File: src/rtl/branch_resolve_ctrl.sv
// rtl/branch_resolve_ctrl.sv - M-stage branch resolution: redirect/flush sequencing and predictor update queue
module branch_resolve_ctrl #(
  parameter int FIFO_DEPTH = 4,
  parameter int CNT_W      = 16
) (
  input  logic             clk,
  input  logic             resetn,
  input  logic             stallM,
  input  logic             branchM,
  input  logic             branchL_M,
  input  logic             pred_takeM,
  input  logic             actual_takeM,
  input  logic [31:0]      pcM,
  input  logic [31:0]      targetM,
  input  logic             ds_validE,
  input  logic             redirect_ack,
  input  logic             upd_ready,
  output logic             redirect_valid,
  output logic [31:0]      redirect_pc,
  output logic             flush_FD,
  output logic             flush_E,
  output logic             upd_valid,
  output logic [31:0]      upd_pc,
  output logic             upd_taken,
  output logic             stall_req,
  output logic [CNT_W-1:0] mispred_cnt
);

  localparam int AW = (FIFO_DEPTH > 1) ? $clog2(FIFO_DEPTH) : 1;

  typedef enum logic [1:0] {
    IDLE    = 2'd0,
    WAIT_DS = 2'd1,
    REDIR   = 2'd2
  } state_t;

  state_t                r_state;
  logic                  r_redirect_valid;
  logic                  r_flush_fd;
  logic                  r_flush_e;
  logic [31:0]           r_redirect_pc;
  logic                  r_ann;
  logic [CNT_W-1:0]      r_cnt;

  // Update queue: pointers carry one extra wrap bit to tell full from empty.
  logic [31:0]           r_fifo_pc [FIFO_DEPTH];
  logic [FIFO_DEPTH-1:0] r_fifo_tk;
  logic [AW:0]           r_wptr;
  logic [AW:0]           r_rptr;

  logic                  w_full;
  logic                  w_empty;
  logic                  w_acc;
  logic                  w_mis;
  logic                  w_ann;
  logic                  w_recover;
  logic                  w_push;
  logic                  w_pop;
  logic [31:0]           w_corr_pc;
  logic [AW:0]           w_ptr_one;
  logic [CNT_W-1:0]      w_cnt_one;

  assign w_ptr_one = {{AW{1'b0}}, 1'b1};
  assign w_cnt_one = {{(CNT_W-1){1'b0}}, 1'b1};

  assign w_empty   = (r_wptr == r_rptr);
  assign w_full    = (r_wptr[AW] != r_rptr[AW]) && (r_wptr[AW-1:0] == r_rptr[AW-1:0]);

  // Branches arriving while a recovery is in flight are on the wrong path and are dropped.
  assign w_acc     = branchM & ~stallM & ~w_full & (r_state == IDLE);
  assign w_mis     = pred_takeM ^ actual_takeM;
  assign w_ann     = branchL_M & ~actual_takeM;
  assign w_recover = w_acc & (w_mis | w_ann);
  // Fall-through skips the delay slot, which is kept (or annulled) in place.
  assign w_corr_pc = actual_takeM ? targetM : (pcM + 32'd8);

  assign w_push    = w_acc;
  assign w_pop     = ~w_empty & upd_ready;

  assign upd_valid = ~w_empty;
  assign upd_pc    = r_fifo_pc[r_rptr[AW-1:0]];
  assign upd_taken = r_fifo_tk[r_rptr[AW-1:0]];
  assign stall_req = w_full;

  assign redirect_valid = r_redirect_valid;
  assign redirect_pc    = r_redirect_pc;
  assign flush_FD       = r_flush_fd;
  assign flush_E        = r_flush_e;
  assign mispred_cnt    = r_cnt;

  // Queue storage: written at the tail on every accepted branch; contents need no reset.
  always_ff @(posedge clk) begin
    if (w_push) begin
      r_fifo_pc[r_wptr[AW-1:0]] <= pcM;
      r_fifo_tk[r_wptr[AW-1:0]] <= actual_takeM;
    end
  end

  // Queue pointers advance independently, so push and pop may share a cycle.
  always_ff @(posedge clk or negedge resetn) begin
    if (!resetn) begin
      r_wptr <= '0;
      r_rptr <= '0;
    end else begin
      if (w_push) r_wptr <= r_wptr + w_ptr_one;
      if (w_pop)  r_rptr <= r_rptr + w_ptr_one;
    end
  end

  // Recovery sequencer with registered redirect/flush outputs and saturating recovery count.
  always_ff @(posedge clk or negedge resetn) begin
    if (!resetn) begin
      r_state          <= IDLE;
      r_redirect_valid <= 1'b0;
      r_flush_fd       <= 1'b0;
      r_flush_e        <= 1'b0;
      r_redirect_pc    <= '0;
      r_ann            <= 1'b0;
      r_cnt            <= '0;
    end else begin
      case (r_state)
        IDLE: begin
          if (w_recover) begin
            r_redirect_pc <= w_corr_pc;
            r_ann         <= w_ann;
            if (r_cnt != {CNT_W{1'b1}}) r_cnt <= r_cnt + w_cnt_one;
            // An annulled slot need not be waited for; otherwise the slot must reach E first.
            if (w_ann | ds_validE) begin
              r_state          <= REDIR;
              r_redirect_valid <= 1'b1;
              r_flush_fd       <= 1'b1;
              r_flush_e        <= w_ann;
            end else begin
              r_state <= WAIT_DS;
            end
          end
        end
        WAIT_DS: begin
          if (ds_validE) begin
            r_state          <= REDIR;
            r_redirect_valid <= 1'b1;
            r_flush_fd       <= 1'b1;
            r_flush_e        <= r_ann;
          end
        end
        REDIR: begin
          if (redirect_ack) begin
            r_state          <= IDLE;
            r_redirect_valid <= 1'b0;
            r_flush_fd       <= 1'b0;
            r_flush_e        <= 1'b0;
          end
        end
        default: begin
          r_state          <= IDLE;
          r_redirect_valid <= 1'b0;
          r_flush_fd       <= 1'b0;
          r_flush_e        <= 1'b0;
        end
      endcase
    end
  end

endmodule

File: config.mk
export PLATFORM = sky130hd
export DESIGN_NAME = branch_resolve_ctrl
export DESIGN_NICKNAME = d
export VERILOG_FILES = /design/src/rtl/branch_resolve_ctrl.sv
export SDC_FILE = /design/constraint.sdc
export NUM_CORES = 1
export LEC_CHECK = 0
export CAP_MARGIN = 20
export CORE_MARGIN = 8
export CORE_UTILIZATION = 33
export CTS_BUF_LIST = sky130_fd_sc_hd__clkbuf_8
export DETAILED_ROUTE_END_ITERATION = 8
export MAX_ROUTING_LAYER = met4
export SLEW_MARGIN = 20
export SYNTH_ARGS = -nofsm -noshare
export SYNTH_HDL_FRONTEND = slang
export SYNTH_SLANG_ARGS = --single-unit
File: constraint.sdc
create_clock -name clk -period 7.3 [get_ports clk]
set_clock_uncertainty 0.15 [all_clocks]
set_input_delay 1.46 -clock clk [delete_from_list [all_inputs] [get_ports clk]]
set_output_delay 1.46 -clock clk [all_outputs]
set_load 0.005 [all_outputs]
==> impl_metrics.yaml, run 1 <==
clock_tree:
  cts_sinks: 191
  clockRootBuffer: "clkbuf_8"
  cts.path.max_buffers: 2
  postCtsSetupBuffers: 0
  cts_tree: "yes"
  htree_levels: 4
  clk_pin_slew_worst_paths_ps: 90
  cts_hold_buffers: 0
  cts_made_buffers: 17
  post_cts_resized: 0
  insertion_delay_ps: 450
floorplanning:
  dieArea_um2: 30100
  start_util: 0.336
  die_w_um: 173
  die_height_um: 173
  boundaryPins: 160
  rows: 57
  fp.coreArea_um2: 24300
timing:
  fin_tns_setup_ps: 0
  fmax_ghz: 0.239
  post-route-min-period_ps: 4180
  fin_crit_sh: 0.572
  setup_viol_count_final: 0
  worst_pin_slew_ps: 987
  relSlewSlack: 0.342
  worst_slack_ps: 3120
  finalMaxSlewViolations: 0
  hold_viol: 0
  grt_setup_unrepaired: "false"
power_and_ir_drop:
  leakage_nw: 3.70
  irDropWorstVdd_v: 0.000178
  powerDensity_nw_per_um2: 324
synthesis:
  synth_async_sr_flop_share: 0.309
  ys_seq_area_frac: 0.666
  synth_warnings: 0
  yosys.area.top_type: "edfxtp_1"
  synth_edf_count: 132
  synth_top_area_frac: 0.485
  ys_top_cells_by_count: "edfxtp_1, dfrtp_1, nand2_1"
  syn_nets: 623
  synth_cells: 542
  yosysMostFrequentCell: "edfxtp_1"
  syn_area_um2: 8170
  synth_ff_type: "edfxtp_1"
  ys_ff_latch: 191
  synth_cell_type_count: 51
  ys_top_cells_by_area: "edfxtp_1, dfrtp_1, mux4_2"
  syn_area_per_cell_um2: 15.1
global_route:
  grt_max_degree: 60
  track_usage: 0.144
  grt_antenna_before_repair: 0
  grt_pass1_vias: 5456
  grt_pass1_wl_mm: 32.5
  grt-ovfl-total: 0
critical_path:
  slowest_delay_ps: 610
  critPathKind: "register to output port"
  cp_num_cells: 3
  r2r_slack_ps: 4050
  worstReg2RegEnd: "mispred_cnt[12]$_DFFE_PN0P_"
  endpoint_kind: "output port"
  rr_worst_depth: 5
  rr_startpoint: "r_rptr[1]$_DFFE_PN0P_"
  cp.arrival_ps: 2570
  cp_cell_sequence: "buf_4 -> mux4_2 -> clkdlybuf4s50_1"
  path_buf_inv: 2
  critPathRequiredTime_ps: 5690
  cp_max_fo: 33
  critical_path.startpoint_type: "register"
  cp_slowest_cell: "mux4_2"
  crit_family: "buffers and inverters"
place:
  placed_cells_incl_taps: 1002
  dp_slack_ps: 2950
  gp_congestion: 0.818
  hpwl_mm: 14.4
  portBuffers: 159
final_layout:
  final_cells: 1035
  final_nets: 778
  synthToLayoutAreaGrowth_pct: 28.0
  drive_above_1_share: 0.117
run_status:
  status: "completed"
routing:
  wl_per_cell_um: 20.4
  num_vias: 5186
  wl_mm: 21.1
  dr.first_iter.drc_count: 354
  dr.pass1.iters: 5
  drc: 0
  ant_nets: 0
  routed_via_density: 5.01
flow_run:
  max-cap-violations: 0
worst_hold_path:
  min-delay-start: "r_rptr[2]$_DFFE_PN0P_"
  hold_class: "register to register"
  hold_end: "r_rptr[2]$_DFFE_PN0P_"
  hold_path_depth: 1
[stage by stage]
step                      utilization  total power [W]  instance area, µm²  hold WS, ps
after CTS                       0.430          0.00345               10500          349
after global routing            0.430          0.00359               10500          372
final                           0.430          0.00339               10500          344
after floorplan                     -          0.00206                8170          297
after detailed placement        0.414          0.00276               10100          325
after global placement          0.414          0.00273               10100          322
[placed cells by master, fill, tap and decap left out, drive strengths merged, types with 13 or more instances in the layout]
cell           synthesis  layout
nand2                 49      49
edfxtp               132     132
clkdlybuf4s50          0     157
nand3                 26      26
dfrtp                 59      59
nand4                 20      20
clkbuf                16      17
a21oi                 14      14
inv                    4      13
and3                  13      13
nor2                  17      17
xnor2                 19      19
o21ai                 26      26
xor2                  22      22
mux4                  33      33
[routing by layer]
| layer | wire length, µm | vias to the layer above | GRT usage |
|---|---|---|---|
| li1 | - | 2395 | - |
| met1 | 9240 | 2605 | 0.176 |
| met2 | 10200 | 162 | 0.227 |
| met3 | 1290 | 24 | 0.0431 |
| met4 | 367 | 0 | 0.0464 |
| met5 | 0 | - | - |
[worst max path at each step]
stage                     startpoint                           to
3_3_place_gp                 branchM  mispred_cnt[12]$_DFFE_PN0P_
2_1_floorplan                 stallM    r_fifo_pc[3][0]$_DFFE_PP_
4_1_cts        r_rptr[0]$_DFFE_PN0P_                   upd_pc[16]
6_report       r_rptr[0]$_DFFE_PN0P_                    upd_pc[5]
3_5_place_dp                 branchM  mispred_cnt[12]$_DFFE_PN0P_
5_1_grt        r_rptr[0]$_DFFE_PN0P_                   upd_pc[16]
[where the power goes]
group	switching, W	internal, W	total, W
Combinational	0.000466	0.000685	0.00115
Clock	0.000388	0.000310	0.000698
Sequential	0.000171	0.00137	0.00154
Total	0.00102	0.00237	0.00339
[logic make-up after synthesis]
| kind of cell | share of synthesized area |
|---|---|
| buf+inv | 0.0167 |
| fa+ha+maj | 0.0107 |
| simple gates | 0.103 |
| mux | 0.105 |
| compound gates | 0.0550 |
| xor+xnor | 0.0439 |
| flops | 0.666 |
[area by class of cell]
cell class / instances / area (µm²)
Antenna cell: 1 / 2.50
Clock buffer: 17 / 234
Clock inverter: 15 / 155
Fill cell: 2179 / 13900
Inverter: 5 / 18.8
Multi-Input combinational cell: 320 / 2600
Sequential cell: 191 / 5440
Tap cell: 324 / 405
Timing Repair Buffer: 162 / 1600
[sequential cells by signal, indices dropped and copies added (netlist names), 2 cells and up]
| signal | count |
|---|---|
| mispred_cnt | 16 |
| r_fifo_pc | 128 |
| r_fifo_tk | 4 |
| r_rptr | 3 |
| r_state | 2 |
| r_wptr | 3 |
| redirect_pc | 32 |
[worst reg2reg max path: cells and delay by family, from the launching register on]
family | cells | cell delay, ps
AND/OR/NAND/NOR | 2 | 1170
flip-flops | 1 | 990
XOR/XNOR | 2 | 470
AO/OA/AOI/OAI | 1 | 410
No activity file was read; power rests on OpenSTA's default activity.
==> run 2: changes to the inputs <==
==> constraint.sdc (replaced) <==
create_clock -name clk -period 4.3 [get_ports clk]
set_clock_uncertainty 0.15 [all_clocks]
set_input_delay 0.86 -clock clk [delete_from_list [all_inputs] [get_ports clk]]
set_output_delay 0.86 -clock clk [all_outputs]
set_load 0.005 [all_outputs]
==> impl_metrics.yaml, run 2 (same netlist as run 1, synthesis figures left out) <==
worst_hold_path:
  hold_class: "primary input to async pin"
critical_path:
  critPathRequiredTime_ps: 3290
  rr_worst_depth: 5
  cp_max_fo: 23
  rr_startpoint: "r_rptr[0]$_DFFE_PN0P_"
  endpoint_kind: "output port"
  crit_start: "r_rptr[0]$_DFFE_PN0P_"
  critPathKind: "register to output port"
  critical_path.startpoint_type: "register"
  cp.arrival_ps: 2510
clock_tree:
  postCtsSetupBuffers: 0
  clockRootBuffer: "clkbuf_8"
  cts_hold_buffers: 0
  post_cts_resized: 0
  cts_sinks: 191
  cts_tree: "yes"
  insertion_delay_ps: 460
  cts_made_buffers: 17
  htree_levels: 4
  cts.path.max_buffers: 2
  clk_pin_slew_worst_paths_ps: 110
routing:
  wl_per_cell_um: 21.0
  routed_via_density: 5.08
  ant_nets: 0
  drc: 0
  dr.first_iter.drc_count: 323
  dr.pass1.iters: 7
  wl_mm: 21.9
  num_vias: 5301
global_route:
  grt_pass1_wl_mm: 33.7
  track_usage: 0.149
  grt_pass1_vias: 5719
  grt_max_degree: 46
  grt_antenna_before_repair: 2
  grt-ovfl-total: 0
floorplanning:
  die_w_um: 173
  dieArea_um2: 30100
  fp.coreArea_um2: 24300
  die_height_um: 173
  start_util: 0.336
  boundaryPins: 160
  rows: 57
power_and_ir_drop:
  intPower_w: 0.00397
  powerDensity_nw_per_um2: 549
  pwr-share-comb: 0.352
  leakage_nw: 3.74
  irDropWorstVdd_v: 0.000251
  pwr-share-seq: 0.451
  p_sw_frac: 0.317
  clkPwrFrac: 0.198
  switching_power_w: 0.00184
final_layout:
  drive_above_1_share: 0.131
  final_util: 0.435
  final_nets: 786
  largest_reg_flops: 128
  synthToLayoutAreaGrowth_pct: 29.6
  seqCellArea_um2: 5440
  final_cell_mix: "clkdlybuf4s50_1, edfxtp_1, dfrtp_1"
  final_common_cell: "clkdlybuf4s50_1"
  nFillCells: 2187
  multi_input_area_um2: 2600
timing:
  fmax_ghz: 0.284
  grt_setup_unrepaired: "false"
  fin_tns_setup_ps: 0
  post-route-min-period_ps: 3520
  hold_viol: 0
  worst_pin_slew_ps: 765
  setup_viol_count_final: 0
  fin_crit_sh: 0.819
  relSlewSlack: 0.487
  finalMaxSlewViolations: 0
run_status:
  status: "completed"
place:
  gp_congestion: 0.798
  hpwl_mm: 15.6
  portBuffers: 159
flow_run:
  max-cap-violations: 0
## run 2: cell types whose count changed in the layout (fill, tap and decap cells not counted), moves of 2 or more
cell	previous run	this run
buf_12	0	5
buf_4	3	7
bufinv_16	2	0
clkinv_1	3	1
clkinv_8	0	2
clkinvlp_4	0	3
inv_6	5	1
inv_8	2	6
## run 2: power groups by stage
stage               Sequential (W)  Clock [W]  Combinational [W]
finish                     0.00262    0.00115            0.00204
floorplan                  0.00253          0           0.000968
CTS                        0.00263    0.00118            0.00209
detailed placement         0.00267          0            0.00208
global placement           0.00265          0            0.00206
global route               0.00267    0.00125            0.00222
## run 2: layout make-up
type / count / area share
Antenna cell: 2 / 0.000473
Clock buffer: 17 / 0.0221
Clock inverter: 15 / 0.0144
Inverter: 5 / 0.00177
Multi-Input combinational cell: 320 / 0.246
Sequential cell: 191 / 0.514
Tap cell: 324 / 0.0383
Timing Repair Buffer: 170 / 0.163
## run 2: worst max-delay path, stage by stage (launching register included)
cell,delay [ps]
dfrtp_2,710
buf_12,290
mux4_2,540
clkdlybuf4s50_1,510
## run 2: worst paths after layout
check | slack, ps | end
setup / recovery | 780 | upd_taken
hold / removal | 250 | mispred_cnt[15]$_DFFE_PN0P_
setup reg to reg | 1420 | r_fifo_pc[2][3]$_DFFE_PP_
hold reg to reg | 350 | redirect_pc[2]$_DFFE_PN0P_
max in group asynchronous | 3060 | redirect_pc[3]$_DFFE_PN0P_
min in group clk | 350 | redirect_pc[2]$_DFFE_PN0P_
## run 2: routing by layer
metal	global-route usage	wire length (µm)	vias up
met5	-	0	-
met4	0.0478	352	0
met3	0.0479	1460	19
met2	0.236	10700	168
met1	0.180	9350	2689
li1	-	-	2425
## run 2: through the flow
stage | hold slack [ps] | setup WS [ps] | area [µm²] | cells | total power [W]
5_1_grt | 255 | 595 | 10600 | 1044 | 0.00614
2_1_floorplan | 297 | 1170 | 8170 | 542 | 0.00349
3_5_place_dp | 324 | 826 | 10200 | 1010 | 0.00475
4_1_cts | 346 | 651 | 10600 | 1042 | 0.00590
3_3_place_gp | 314 | 889 | 10200 | 1010 | 0.00471
6_report | 246 | 776 | 10600 | 1044 | 0.00581
